**src/rtl/riscv_v_hs_stage_pkg.sv**
```systemverilog
// Shared constants for the vector handshake pipeline stage and its slots.
package riscv_v_hs_stage_pkg;

  localparam int unsigned RISCV_V_NUM_ELEMENTS_REG = 8;
  localparam int unsigned RISCV_V_HS_MAX_STAGES    = 16;

  // Width of a 0..n counter; never narrower than one bit.
  function automatic int unsigned occ_w(input int unsigned n);
    return (n < 1) ? 1 : $clog2(n + 1);
  endfunction

endpackage

```
**src/rtl/riscv_v_hs_slot.sv**
```systemverilog
// One elastic register slot: valid bit plus payload, advancing when downstream is ready.
module riscv_v_hs_slot
  import riscv_v_hs_stage_pkg::*;
#(
  parameter int unsigned DATA_W = RISCV_V_NUM_ELEMENTS_REG
) (
  input  logic              clk,
  input  logic              rst,
  input  logic              flush,
  input  logic              v_in,
  input  logic [DATA_W-1:0] d_in,
  input  logic              r_out,
  output logic              v,
  output logic [DATA_W-1:0] d,
  output logic              r_in
);

  assign r_in = r_out | ~v;

  always_ff @(posedge clk) begin
    if (rst) begin
      v <= 1'b0;
      d <= '0;
    end else if (flush) begin
      v <= 1'b0;
    end else if (r_in) begin
      v <= v_in;
      if (v_in) d <= d_in;
    end
  end

endmodule

```
**src/rtl/riscv_v_hs_stage.sv**
```systemverilog
// Back-pressurable valid/ready pipeline of NUM_STAGES slots with bubble collapse.
// Optional occupancy counter port when RISCV_V_HS_STAGE_OCC_EN is defined.
module riscv_v_hs_stage
  import riscv_v_hs_stage_pkg::*;
#(
  parameter int unsigned DATA_W     = RISCV_V_NUM_ELEMENTS_REG,
  parameter int unsigned NUM_STAGES = 2
) (
  input  logic              clk,
  input  logic              rst,
  input  logic              flush,
  input  logic              in_valid,
  output logic              in_ready,
  input  logic [DATA_W-1:0] in_data,
  output logic              out_valid,
  input  logic              out_ready,
  output logic [DATA_W-1:0] out_data
`ifdef RISCV_V_HS_STAGE_OCC_EN
  ,
  output logic [occ_w(NUM_STAGES)-1:0] occupancy
`endif
);

  localparam int unsigned OCC_W = occ_w(NUM_STAGES);

  if (NUM_STAGES == 0) begin : g_pass
    logic unused_clk_rst;
    assign unused_clk_rst = clk ^ rst;

    assign in_ready  = out_ready & ~flush;
    assign out_valid = in_valid & ~flush;
    assign out_data  = in_data;
`ifdef RISCV_V_HS_STAGE_OCC_EN
    assign occupancy = '0;
`endif
  end else begin : g_pipe
    logic [NUM_STAGES:0]   v;
    logic [DATA_W-1:0]     d [NUM_STAGES+1];
    logic [NUM_STAGES:1]   rdn;
    logic [NUM_STAGES:1]   r;
    logic                  unused_r;

    assign v[0]     = in_valid;
    assign d[0]     = in_data;
    assign unused_r = ^r;

    // Downstream readiness is a flat OR over the later valids rather than a
    // slot-to-slot chain; same function, but no combinational self-loop.
    always_comb begin
      rdn = '0;
      for (int unsigned i = 1; i <= NUM_STAGES; i++) begin
        rdn[i] = out_ready;
        for (int unsigned j = i + 1; j <= NUM_STAGES; j++) begin
          if (!v[j]) rdn[i] = 1'b1;
        end
      end
    end

    for (genvar i = 1; i <= NUM_STAGES; i++) begin : g_slot
      riscv_v_hs_slot #(.DATA_W(DATA_W)) u_slot (
        .clk   (clk),
        .rst   (rst),
        .flush (flush),
        .v_in  (v[i-1]),
        .d_in  (d[i-1]),
        .r_out (rdn[i]),
        .v     (v[i]),
        .d     (d[i]),
        .r_in  (r[i])
      );
    end

    assign in_ready  = r[1] & ~flush;
    assign out_valid = v[NUM_STAGES] & ~flush;
    assign out_data  = d[NUM_STAGES];

`ifdef RISCV_V_HS_STAGE_OCC_EN
    logic in_fire;
    logic out_fire;
    assign in_fire  = in_valid & in_ready;
    assign out_fire = out_valid & out_ready;

    always_ff @(posedge clk) begin
      if (rst || flush) begin
        occupancy <= '0;
      end else if (in_fire && !out_fire) begin
        occupancy <= occupancy + OCC_W'(1);
      end else if (out_fire && !in_fire) begin
        occupancy <= occupancy - OCC_W'(1);
      end
    end
`endif
  end

endmodule

```
**config.mk**
```make
export PLATFORM = sky130hd
export DESIGN_NAME = riscv_v_hs_stage
export DESIGN_NICKNAME = d
export VERILOG_FILES = /design/src/rtl/riscv_v_hs_stage_pkg.sv /design/src/rtl/riscv_v_hs_slot.sv /design/src/rtl/riscv_v_hs_stage.sv
export SDC_FILE = /design/constraint.sdc
export NUM_CORES = 1
export LEC_CHECK = 0
export BUFFER_PORTS_ARGS = -buffer_cell sky130_fd_sc_hd__buf_2
export CAP_MARGIN = 10
export CORE_MARGIN = 10
export CORE_UTILIZATION = 34
export DETAILED_ROUTE_END_ITERATION = 8
export PLACE_DENSITY = 0.58
export SLEW_MARGIN = 20
export SYNTH_ARGS = -nofsm -noshare
export SYNTH_HDL_FRONTEND = slang
export SYNTH_SLANG_ARGS = --single-unit
```
**constraint.sdc**
```tcl
create_clock -name clk -period 1.2 [get_ports clk]
set_input_delay 0.36 -clock clk [delete_from_list [all_inputs] [get_ports clk]]
set_output_delay 0.36 -clock clk [all_outputs]
set_load 0.05 [all_outputs]
```
==> insert_results.sql <==
INSERT INTO impl_metrics (metric_group, metric, value, unit) VALUES
('sta', 'hold_viol_final', '0', ''),
('yosys', 'synth.area.mux_share', '9.50', '%'),
('status', 'violations', 'negative setup slack', ''),
('yosys', 'synth-simple-area-share', '24.9', '%'),
('cells_and_area', 'final_nets', '124', ''),
('global_routing', 'pin_count_of_the_biggest_net_entering_global_routing', '27', ''),
('min_path', 'worst_hold_startpoint', 'in_data[3]', ''),
('clock_network', 'cts_hold_repair.buffers', '0', ''),
('yosys', 'synth-warning-count', '0', ''),
('sta', 'unrepaired_setup_endpoints_after_global_routing', 'true', ''),
('floorplan', 'initial_utilization', '36.7', '%'),
('cells_and_area', 'syn2layout_area_growth', '27.4', '%'),
('yosys', 'synth_largest_type_area_fraction', '42.7', '%'),
('sta', 'final-setup-viol-count', '2', ''),
('sta', 'post-route-period-util', '115', '%'),
('sta', 'max_slew_margin', '76.2', '%'),
('clock_network', 'cts_sinks', '18', ''),
('clock_network', 'insertion_delay', '0.28', 'ns'),
('sta', 'finalClockSkew', '0.00413', 'ns'),
('cells_and_area', 'fraction_of_final_layout_cells_with_drive_strength_greater_than_1', '37.6', '%'),
('yosys', 'count_of_distinct_cell_types_in_the_synthesized_netlist', '16', ''),
('yosys', 'syn-num-nets', '104', ''),
('detailed_routing', 'route.vias.total', '625', ''),
('floorplan', 'io-pin-count', '23', ''),
('floorplan', 'die_area', '4870', 'sq um'),
('critical_path', 'crit_arrival', '1.02', 'ns'),
('clock_network', 'root_buffer', 'clkbuf_4', ''),
('yosys', 'synth_area_leader_cell', 'dfxtp_1', ''),
('detailed_routing', 'drt-vias-per-instance', '4.56', ''),
('placement', 'port_buffers', '22', ''),
('critical_path', 'reg_to_reg_startpoint', 'g_pipe.g_slot[1].u_slot.v', ''),
('sta', 'setup_ws', '-0.181', 'ns'),
('power_and_ir_drop', 'irDropWorstVdd', '0.596', 'mV'),
('floorplan', 'die_x', '69.8', 'um'),
('clock_network', 'tritoncts', 'done', ''),
('sta', 'max_slew.worst_pin.slew', '0.357', 'ns'),
('clock_network', 'tritoncts.num_buffers', '3', ''),
('global_routing', 'grt_antenna_before_repair', '0', ''),
('critical_path', 'crit_required', '0.84', 'ns'),
('detailed_routing', 'wirelength', '1.63', 'mm'),
('floorplan', 'row_count', '17', ''),
('yosys', 'postSynthAreaPerCell', '9.27', 'sq um'),
('yosys', 'synth_top_family_by_area', 'simple AND/OR/NAND/NOR gates', ''),
('power_and_ir_drop', 'p_total', '0.00104', 'W'),
('sta', 'drv_slew', '0', ''),
('sta', 'min_period', '1.38', 'ns'),
('min_path', 'worst_hold_end', 'g_pipe.g_slot[1].u_slot.d[3]', ''),
('detailed_routing', 'number_of_iterations_in_the_first_detailed_routing_pass', '4', ''),
('floorplan', 'core_area', '2300', 'sq um'),
('yosys', 'synth-xor-area-share', '0', '%'),
('cells_and_area', 'multi_input_area', '408', 'sq um'),
('min_path', 'timing.hold.worst.class', 'in -> reg', ''),
('cells_and_area', 'diodes', '0', ''),
('yosys', 'synth_compound_area_share', '12.6', '%'),
('detailed_routing', 'route.antenna.remaining_nets', '0', ''),
('clock_network', 'clock_tree.htree_level_count', '1', ''),
('critical_path', 'r2r-end', 'g_pipe.g_slot[2].u_slot.d[7]', ''),
('global_routing', 'first_global_vias', '635', ''),
('min_path', 'whs_path_depth', '3', ''),
('yosys', 'post_synth_instance_area', '843', 'sq um'),
('clock_network', 'cts.repair_timing.setup_buffer_count', '0', ''),
('floorplan', 'die_height', '69.8', 'um'),
('detailed_routing', 'route.detailed.wl_per_inst', '11.9', 'um'),
('cells_and_area', 'final.fill_count', '233', ''),
('critical_path', 'rr_worst_depth', '4', ''),
('placement', 'place_worst_setup_slack', '-0.0940', 'ns'),
('global_routing', 'total_grt_usage', '6.87', '%'),
('status', 'run_status', 'finished with violations', ''),
('critical_path', 'worstSetupPathType', 'reg -> out', ''),
('run', 'max-cap-violations', '0', ''),
('global_routing', 'grt_pass1_wl', '2.83', 'mm');
[final cells by class]
class                           instances  share of cell area, %
Sequential cell                        18                   34.1
Tap cell                               28                   3.26
Multi-Input combinational cell         60                   38.0
Timing Repair Buffer                   28                   22.6
Clock buffer                            3                   2.10
[registers in the layout, indices dropped and copies added (netlist names)]
register / flops
g_pipe.g_slot.u_slot.d: 16
g_pipe.g_slot.u_slot.v: 2
[worst max path at each step]
stage                              start                            to
6_report       g_pipe.g_slot[2].u_slot.v                      in_ready
5_1_grt        g_pipe.g_slot[2].u_slot.v                      in_ready
4_1_cts        g_pipe.g_slot[2].u_slot.v                      in_ready
3_5_place_dp                       flush  g_pipe.g_slot[1].u_slot.d[6]
3_3_place_gp                       flush                     out_valid
2_1_floorplan  g_pipe.g_slot[2].u_slot.v                      in_ready
[metrics by stage]
step | instance area (sq um) | TNS, ns | utilization, % | hold WS [ns] | std cells
6_report | 1070 | -0.289 | 46.8 | 0.323 | 137
5_1_grt | 1070 | -1.07 | 46.8 | 0.321 | 137
4_1_cts | 1050 | -0.327 | 45.6 | 0.308 | 137
3_5_place_dp | 983 | -1.40 | 42.8 | 0.466 | 134
3_3_place_gp | 983 | -1.14 | 42.8 | 0.464 | 134
2_1_floorplan | 861 | -0.0372 | - | 0.439 | 91
[kinds of logic (layout without fill, tap and decap cells)]
family | after synthesis | count (layout)
flops | 18 | 18
compound gates | 19 | 19
buf+inv | 13 | 31
mux | 8 | 8
simple gates | 33 | 33
[power breakdown]
part	switching (W)	total, W	internal [W]
Sequential	0.0000114	0.000626	0.000615
Clock	0.000166	0.000283	0.000116
Combinational	0.0000641	0.000133	0.0000690
Total	0.000242	0.00104	0.000800
[cells in the final DEF, fill, tap and decap left out]
| cell type | synthesis | routed |
|---|---|---|
| nor3_1 | 2 | 2 |
| nand2b_1 | 18 | 18 |
| dfxtp_2 | 0 | 5 |
| nor2_1 | 1 | 1 |
| a21oi_4 | 1 | 2 |
| clkbuf_4 | 0 | 3 |
| a21oi_1 | 10 | 9 |
| dfxtp_1 | 18 | 13 |
| nand2b_4 | 1 | 1 |
| buf_6 | 0 | 10 |
| nand3_1 | 8 | 8 |
| mux2i_1 | 8 | 8 |
| o21ai_0 | 8 | 8 |
| buf_2 | 3 | 12 |
| nor2b_4 | 1 | 1 |
| and2b_1 | 1 | 1 |
| buf_12 | 0 | 2 |
| buf_4 | 9 | 4 |
| and2b_2 | 1 | 1 |
[critical path: stages (launching register included)]
cell and delay, ns:
dfxtp_2 0.33, nor2b_4 0.13, a21oi_4 0.11, buf_6 0.17
[per-layer routing]
| metal | part of all wire (%) | vias up | GRT usage (%) |
|---|---|---|---|
| met4 | 0.49 | 0 | 1.30 |
| met5 | 0 | - | 0 |
| met1 | 54 | 269 | 8.84 |
| met2 | 40 | 17 | 9.59 |
| li1 | - | 337 | - |
| met3 | 5.4 | 2 | 3.99 |
[synth_stat cells (all sizes together)]
cell    instances
mux2i           8
nor2b           1
buf            12
and2b           2
clkbuf          1
o21ai           8
nand3           8
nand2b         19
nor3            2
nor2            1
a21oi          11
dfxtp          18
[repair_timing]
action,CTS,global route
pin swaps,0,1
gates resized for setup,15,10
setup endpoints to repair,10,24
No activity file was read; power rests on OpenSTA's default activity.
